===== config.mk =====
export PLATFORM = sky130hd
export DESIGN_NAME = fetch_redirect_unit
export DESIGN_NICKNAME = d
export VERILOG_FILES = /design/src/rtl/fetch_redirect_unit.sv
export SDC_FILE = /design/constraint.sdc
export NUM_CORES = 1
export LEC_CHECK = 0
export BUFFER_PORTS_ARGS = -buffer_cell sky130_fd_sc_hd__buf_2
export CAP_MARGIN = 30
export CELL_PAD_IN_SITES_DETAIL_PLACEMENT = 0
export CELL_PAD_IN_SITES_GLOBAL_PLACEMENT = 1
export CORE_MARGIN = 2
export CORE_UTILIZATION = 38
export DETAILED_ROUTE_END_ITERATION = 6
export HOLD_SLACK_MARGIN = 0.02
export MAX_ROUTING_LAYER = met4
export PLACE_DENSITY_LB_ADDON = 0.12
export SYNTH_ARGS = -nofsm -noshare
export SYNTH_HDL_FRONTEND = slang
export SYNTH_SLANG_ARGS = --single-unit

===== constraint.sdc =====
create_clock -name clk -period 2.4 [get_ports clk]
set_input_delay 0.24 -clock clk [delete_from_list [all_inputs] [get_ports clk]]
set_output_delay 0.24 -clock clk [all_outputs]
set_load 0.01 [all_outputs]

===== src/rtl/fetch_redirect_unit.sv =====
// rtl/fetch_redirect_unit.sv - PC owner and IF/ID register driven by hazard-unit redirect/flush/stall
module fetch_redirect_unit #(
    parameter int          IMEM_LAT = 0,
    parameter logic [31:0] RESET_PC = 32'h0000_0000,
    parameter logic [31:0] PC_STEP  = 32'd4
) (
    input  logic        clk,
    input  logic        rst,
    input  logic        select_pc,
    input  logic        flush,
    input  logic        stall,
    input  logic [31:0] branch_target,
    input  logic        hold,
    input  logic [31:0] instr_mem_data,
    output logic [31:0] pc,
    output logic [31:0] ifid_instr,
    output logic [31:0] ifid_pc,
    output logic        ifid_valid,
    output logic        idex_kill,
    output logic        redirect_busy,
    output logic [15:0] taken_count
);

    localparam int KW = (IMEM_LAT > 0) ? $clog2(IMEM_LAT + 1) : 1;

    localparam logic [0:0]    S_RUN       = 1'b0;
    localparam logic [0:0]    S_KILL      = 1'b1;
    localparam logic [KW-1:0] KILL_INIT   = KW'(IMEM_LAT);
    localparam logic [0:0]    RESET_STATE = (IMEM_LAT != 0) ? S_KILL : S_RUN;
    localparam logic [KW-1:0] RESET_CNT   = (IMEM_LAT != 0) ? KILL_INIT : '0;

    logic [0:0]    state;
    logic [KW-1:0] kill_cnt;
    logic [31:0]   pc_q;
    logic [31:0]   pc_next_seq;
    logic [31:0]   fetch_pc;
    logic          freeze;

    assign freeze        = hold | stall;
    assign idex_kill     = select_pc | flush | freeze;
    assign redirect_busy = (state == S_KILL);
    assign pc_next_seq   = pc + PC_STEP;
    // With a registered memory the data on the bus belongs to last cycle's fetch address.
    assign fetch_pc      = (IMEM_LAT == 0) ? pc : pc_q;

    always_ff @(posedge clk or negedge rst) begin
        if (!rst) begin
            pc          <= RESET_PC;
            pc_q        <= RESET_PC;
            ifid_instr  <= '0;
            ifid_pc     <= '0;
            ifid_valid  <= 1'b0;
            taken_count <= '0;
            state       <= RESET_STATE;
            kill_cnt    <= RESET_CNT;
        end else if (select_pc) begin
            pc         <= branch_target;
            pc_q       <= pc;
            ifid_instr <= '0;
            ifid_valid <= 1'b0;
            if (taken_count != 16'hFFFF) begin
                taken_count <= taken_count + 16'd1;
            end
            if (IMEM_LAT != 0) begin
                state    <= S_KILL;
                kill_cnt <= KILL_INIT;
            end
        end else if (flush) begin
            pc         <= pc_next_seq;
            pc_q       <= pc;
            ifid_instr <= '0;
            ifid_valid <= 1'b0;
        end else if (freeze) begin
            // Everything holds; only idex_kill reacts.
        end else if (state == S_KILL) begin
            pc         <= pc_next_seq;
            pc_q       <= pc;
            ifid_instr <= '0;
            ifid_valid <= 1'b0;
            kill_cnt   <= kill_cnt - KW'(1);
            if (kill_cnt <= KW'(1)) begin
                state <= S_RUN;
            end
        end else begin
            pc         <= pc_next_seq;
            pc_q       <= pc;
            ifid_instr <= instr_mem_data;
            ifid_valid <= 1'b1;
            ifid_pc    <= fetch_pc;
        end
    end

endmodule


# Word-level counts from Yosys, hierarchy flattened

Cells that the tools add are included.

Multiplexer cells: 13
Bitwise logic cells: 7
$add $sub $neg: 3
Equal/unequal tests: 2
Order comparisons: 1
Reduce and logical (&&, ||, !) cells: 4

Operator list:

| cell                    | count |
|---|---|
| $mux W32                | 7 |
| $add A32 B3 Y32 const B | 1 |
| $add A16 B1 Y16 const B | 1 |
| $ne A16 B16 Y1 const B  | 1 |
| $reduce_and A4 Y1       | 2 |
| $mux W1                 | 6 |
| $not A1 Y1              | 4 |
| $ne A3 B3 Y1 const B    | 1 |
| $or A1 B1 Y1            | 3 |
| $reduce_and A3 Y1       | 1 |
| $reduce_and A2 Y1       | 1 |
| $le A1 B1 Y1 const B    | 1 |
| $sub A1 B1 Y1 const B   | 1 |

Word-level logic and storage cells: 37
Register bits: 115
Output and inout port bits: 115
Bits of input ports: 70

# Longest topological paths before layout

Gate-level depths: netlist of run 1.

Depth in word-level cells: 4
Mapped depth: 8
Depth with buffers taken out: 5

# Worst setup path before layout of run 1

OpenSTA, ideal clock, no wires.

Path type: register -> register
From: reg pc[18]
To: reg pc[31]
Period minus slack after synthesis: 1834 ps
Cell stages (with the launch flop): 5
Required time: 2318 ps
Setup time: 82 ps
Data arrival time: 1752 ps
Buffers on the path: 0
Path slack: 566 ps
Path through: dfrtp_1 > nand3_2 > or4_4 > or4_1 > a31oi_1

Cells in the longest elaborated chain, start to end: 4

RTL lines:

| element                | line | text |
|---|---|---|
| start, declared        | 15   | `output logic [31:0] pc,` |
| start signal, assigned | 57   | `pc <= branch_target;` |
| start signal, assigned | 69   | `pc <= pc_next_seq;` |
| start signal, assigned | 76   | `pc <= pc_next_seq;` |
| $add A32 B3 Y32 *      | 42   | `assign pc_next_seq = pc + PC_STEP;` |
| $mux W32               | 73   | `end else if (freeze) begin` |
| $mux W32 *             | 68   | `end else if (flush) begin` |
| $mux W32 *             | 56   | `end else if (select_pc) begin` |

Mark *: on every way between the ends. The rest lies on a longest branch, timed or not. The select of a mux whose other input is x is not followed.
A chain may end at the register's enable or synchronous reset.

# Final worst setup path of run 1

From: reg pc[3]
To: reg pc[24]

The elaborated chain is that of the path after synthesis.

==> results of run 1 <==
[cells in the final DEF (no fill, tap or decap), drive strengths merged, types with 8 or more instances in the layout]
master and instances:
a22o 32, a31oi 16, and3 11, buf 194, clkbuf 26, dfrtp 113
mux2 35, nand2 26, nand3 16, nand4 15, nor2 26, o21ai 19
o31ai 8, or4 9, xnor2 13, xor2 9
[registers in the layout (all words and copies together), names as in the netlist]
name and count:
ifid_instr 32, ifid_pc 32, pc 32, taken_count 16, ifid_valid 1
[power by group]
part,switching [mW],internal [mW]
clock network,0.825,1.57
logic,0.528,0.484
registers,0.244,2.18
[worst paths after layout]
check	start	end	slack [ns]
max in group asynchronous	rst	pc[3]	1.31
min	branch_target[9]	pc[9]	0.04
max	pc[3]	pc[24]	0.35
min reg2reg	taken_count[7]	taken_count[7]	0.49
min in group asynchronous	rst	pc[14]	0.37
max reg2reg	pc[3]	pc[24]	0.35
[tightest hold or removal path, stage by stage]
cell and delay (ns):
buf_2 0.07, nand2_1 0.04, o21ai_0 0.06
[per-stage QoR]
stage	utilization, %	hold slack, ns	setup WS [ns]
final	51.6	0.0416	0.347
after global routing	51.6	0.0349	0.180
after CTS	51.5	0.0244	0.341
after detailed placement	47.2	0.277	0.349
after global placement	47.2	0.272	0.431
after floorplan	-	-0.0556	0.566
[metal layers]
layer | track usage [%] | vias up
li1 | - | 2043
met1 | 25.8 | 2075
met2 | 29.5 | 134
met3 | 6.32 | 26
met4 | 8.60 | 0
met5 | - | -
[area by class of cell]
type | instances | area [um^2] | area share (%)
multi-input combinational | 299 | 2120 | 31.3
tap | 176 | 220 | 3.25
antenna | 2 | 5.00 | 0.0739
clock buffer | 26 | 479 | 7.08
clock inverter | 6 | 80.1 | 1.18
sequential | 113 | 2830 | 41.8
timing repair buffer | 195 | 1020 | 15.1
inverter | 4 | 15.0 | 0.222
[cell families (layout without fill, tap and decap cells)]
logic type,Yosys count,in the layout,share of synthesized area [%]
simple gates,134,134,14.4
flops,113,113,55.6
compound gates,102,102,14.6
mux,38,38,8.34
buf+inv,33,231,2.75
xor+xnor,22,22,3.79
fa+ha+maj,2,2,0.492
other cells,1,3,0.0737
[timing repair]
item,in CTS,in global routing
endpoints found under the hold margin,38,0
setup endpoints to repair,0,0
hold buffers,1,0
buffers inserted,0,0
==> results_dict.tcl, run 1 <==
set metrics [dict create \
    synth-async-reset-ratio_pct 100 \
    crit_arrival_ns 2.37 \
    cp_num_buf_inv 0 \
    dp_hpwl_mm 9.65 \
    crit_path_start_kind "flip-flop" \
    p_per_area_nw_per_um2 861 \
    clockBufferDepth 2 \
    port_buffers 183 \
    holdCritPathClass "in -> reg" \
    netlist_area_um2 5090 \
    antenna_left 0 \
    rows 42 \
    die_w_um 120 \
    gp_congestion 0.817 \
    cp.required_ns 2.72 \
    wl_met1_mm 6.18 \
    synthTopCellsByArea "dfrtp_1 (56%), mux2_2 (7.7%), a22o_1 (5.5%)" \
    synth_cells 445 \
    vdd_drop_max_uv 345 \
    io_pins 185 \
    hold_depth 3 \
    antenna_found_initial 2 \
    placed_area_um2 6200 \
    clock-sinks 113 \
    routedWlPerCell_um 16.5 \
    setup_viol 0 \
    crit_path_end_kind "flip-flop" \
    synth_commonest_cells "dfrtp_1 (113), mux2_2 (35), a22o_1 (32), nand2_1 (26), nor2_1 (25)" \
    htreeDepth 4 \
    max_slew_margin_pct 52.2 \
    grt.overflow.total 0 \
    synth_cell_type_count 53 \
    tns_ns 0 \
    post-route-drc-count 0 \
    root_buffer "clkbuf_16" \
    crit_path_cell_trace "ha_1 -> and2_1 -> nand4_1 -> or4_1 -> a31oi_1" \
    design_area_um2 6770 \
    hold_violations 0 \
    grt_pass1_vias 4100 \
    grtUsageTotal_pct 20.1 \
    area_delta_synth_final_pct 33.1 \
    post-route-min-period_ns 2.05 \
    max_freq_ghz 0.487 \
    worstRegToRegCells 5 \
    post_cts_resized 0 \
    die_y_um 120 \
    finClkSkew_ns 0.00630 \
    nets 702 \
    grt_max_degree 53 \
    cp_num_cells 5 \
    cp_max_fo 7 \
    synth_top_area_share_pct 55.6 \
    synth_ff_type "dfrtp_1" \
    vias_per_cell 5.21 \
    drt_iter0_markers 194 \
    rsz0062_at_grt "no" \
    cts_made_buffers 17 \
    maxSlewViolCount 0 \
    dp.cells 786 \
    synth-edff-count 0 \
    ys_seq_area_share_pct 55.6 \
    fp.dieArea_um2 14300 \
    crit_family "simple AND/OR/NAND/NOR gates" \
    wl_mm 13.6 \
    worst_pin_slew_ns 0.717 \
    max_stage_delay_ns 0.48 \
    outcome "completed" \
    ys_seq_elements 113 \
    tritoncts "yes" \
    dr.pass1.iters 4 \
    instances_no_fill 821 \
    yosysMostFrequentCell "dfrtp_1" \
    syn_nets 517 \
    clkLatencyLatePin_ns 0.41 \
    slowest_stage "dfrtp_1" \
    vias 4278 \
    wl_met2_mm 6.19 \
    path_clk_slew_ns 0.05 \
    routed.top_layer "met4" \
    synth_area_per_cell_um2 11.4 \
    wl_met3_um 886 \
    total_power_mw 5.83 \
    grt_first_pass_wirelength_mm 21.8 \
    initial_core_util_pct 38.7 \
    core_area_um2 13100 \
    synth_largest_area_cell "dfrtp_1" \
    drive_gt1_share_pct 41.5 \
    p_leak_nw 3.24 \
    cap_violations 0 \
    path_class "reg -> reg" \
    finalCritPeriodShare_pct 85.5 \
    yosys_warnings 0 \
    fillCellCount 1254 \
]
No activity file was read; power rests on OpenSTA's default activity.
==> run 2, diff against run 1 <==
--- a/config.mk
+++ b/config.mk
@@ -10,11 +10,12 @@
 export CELL_PAD_IN_SITES_DETAIL_PLACEMENT = 0
 export CELL_PAD_IN_SITES_GLOBAL_PLACEMENT = 1
 export CORE_MARGIN = 2
-export CORE_UTILIZATION = 38
+export CORE_UTILIZATION = 41
 export DETAILED_ROUTE_END_ITERATION = 6
 export HOLD_SLACK_MARGIN = 0.02
 export MAX_ROUTING_LAYER = met4
 export PLACE_DENSITY_LB_ADDON = 0.12
+export SKIP_CTS_REPAIR_TIMING = 1
 export SYNTH_ARGS = -nofsm -noshare
 export SYNTH_HDL_FRONTEND = slang
 export SYNTH_SLANG_ARGS = --single-unit
==> constraint.sdc (replaced) <==
create_clock -name clk -period 2.5 [get_ports clk]
set_input_delay 0.25 -clock clk [delete_from_list [all_inputs] [get_ports clk]]
set_output_delay 0.25 -clock clk [all_outputs]
set_load 0.01 [all_outputs]
==> run 2 against run 1 <==
Effect of this change:
- combinational power is essentially flat
- fmax grew 1.9%
- power shrank 4.6%
- setup slack gained 0.14 ns
- clock skew grew 0.0046 ns
==> results_dict.tcl, run 2 (same netlist as run 1, synthesis figures left out) <==
set metrics [dict create \
    path_clk_slew_ns 0.05 \
    routedWlPerCell_um 16.7 \
    grt_first_pass_wirelength_mm 21.2 \
    crit_family "simple AND/OR/NAND/NOR gates" \
    clockBufferDepth 2 \
    p_leak_nw 3.24 \
    drive_gt1_share_pct 42.0 \
    root_buffer "clkbuf_16" \
    drt_iter0_markers 172 \
    outcome "completed" \
    hold_violations 0 \
    cap_violations 0 \
    instances_no_fill 809 \
    dp_hpwl_mm 9.44 \
    fin_util_pct 56.0 \
    layout.cells.most_common "buf_2" \
    setup_viol 0 \
    total_power_mw 5.56 \
    grt_pass1_vias 4227 \
    clkLatencyLatePin_ns 0.41 \
    crit_path_start_kind "flip-flop" \
    switching_share_pct 27.5 \
    wl_mm 13.5 \
    dp.cells 777 \
    maxSlewViolCount 0 \
    die_y_um 115 \
    gp_congestion 0.844 \
    p_seq_share_pct 41.7 \
    antenna_left 0 \
    cp_max_fo 18 \
    vias_per_cell 5.26 \
    worst_pin_slew_ns 0.736 \
    post-route-min-period_ns 2.02 \
    core_area_um2 12100 \
    antenna_found_initial 1 \
    rows 40 \
    crit_path_cell_trace "and4_1 -> nand4_2 -> buf_4 -> or4_1 -> a31oi_1" \
    nets 701 \
    p_per_area_nw_per_um2 824 \
    port_buffers 183 \
    fp.dieArea_um2 13300 \
    grtUsageTotal_pct 21.4 \
    finClkSkew_ns 0.0109 \
    max_freq_ghz 0.496 \
    die_w_um 115 \
    max_slew_margin_pct 50.8 \
    reg_top3 "ifid_instr (32), ifid_pc (32), pc (32)" \
    grt_max_degree 59 \
    rsz0062_at_grt "no" \
    p_sw_mw 1.53 \
    grt.overflow.total 0 \
    post-route-drc-count 0 \
    cp.required_ns 2.83 \
    final_cell_mix "buf_2 (182), dfrtp_1 (113), mux2_2 (35)" \
    crit_path_end_kind "flip-flop" \
    p_clk_share_pct 40.7 \
    path_class "reg -> reg" \
    holdCritPathClass "in -> reg" \
    htreeDepth 4 \
    vias 4259 \
    dr.pass1.iters 4 \
    vdd_drop_max_uv 393 \
    cts_made_buffers 17 \
    tritoncts "yes" \
    finalCritPeriodShare_pct 80.6 \
    io_pins 185 \
    max_stage_delay_ns 0.50 \
    crit_arrival_ns 2.35 \
    area_delta_synth_final_pct 32.7 \
    internal_power_mw 4.03 \
    clock-sinks 113 \
    cp_num_buf_inv 1 \
    tns_ns 0 \
    initial_core_util_pct 42.2 \
    comb_power_share_pct 17.6 \
    slowest_stage "or4_1" \
]
run 2: cell types whose count changed in the layout (fill, tap and decap cells not counted), sizes merged:
cell	delta
buf	-1
clkbuf	-2
bufinv	-1
clkinv	+1
diode	-1
run 2: worst paths after layout:
check / startpoint / endpoint / slack (ns) / cells past startpoint
setup / recovery: pc[8] / pc[25] / 0.48 / 5
hold / removal: branch_target[5] / pc[5] / 0.05 / 3
setup reg to reg: pc[8] / pc[25] / 0.48 / 5
hold reg to reg: ifid_instr[17] / ifid_instr[17] / 0.50 / 1
max in group asynchronous: rst / pc[26] / 1.45 / 3
min in group asynchronous: rst / ifid_pc[15] / 0.31 / 2
run 2: worst min-delay path, cell delays in order:
cell and delay [ns]:
buf_2 0.08, nand2_1 0.04, o21ai_0 0.06
run 2: area by class of cell:
class                      instances  area, um^2
fill                            1096        5310
sequential                       113        2830
multi-input combinational        299        2120
timing repair buffer             194        1020
clock buffer                      24         502
tap                              168         210
clock inverter                     6        55.1
inverter                           4        15.0
antenna                            1        2.50
run 2: stage by stage:
| stage | area [um^2] | hold WS (ns) | worst slack (ns) |
|---|---|---|---|
| final | 6750 | 0.0517 | 0.485 |
| after global placement | 6180 | 0.202 | 0.545 |
| after detailed placement | 6180 | 0.202 | 0.480 |
| after floorplan | 5090 | -0.0456 | 0.666 |
| after global routing | 6750 | 0.0478 | 0.312 |
| after CTS | 6740 | -0.235 | 0.471 |
run 2: per-layer routing:
| layer | share of wire [%] | wire length, um | global-route usage [%] |
|---|---|---|---|
| met3 | 7.1 | 958 | 7.12 |
| met4 | 2.2 | 297 | 8.43 |
| met2 | 47 | 6290 | 32.1 |
| met5 | 0 | 0 | - |
| met1 | 44 | 5950 | 26.8 |
run 2: power groups by stage:
stage	clock, mW	sequential [mW]	combinational [mW]
after floorplan	0	2.44	0.407
after global placement	0	2.33	0.983
after detailed placement	0	2.35	0.992
after CTS	2.31	2.32	0.994
after global routing	2.40	2.36	1.09
final	2.27	2.32	0.978
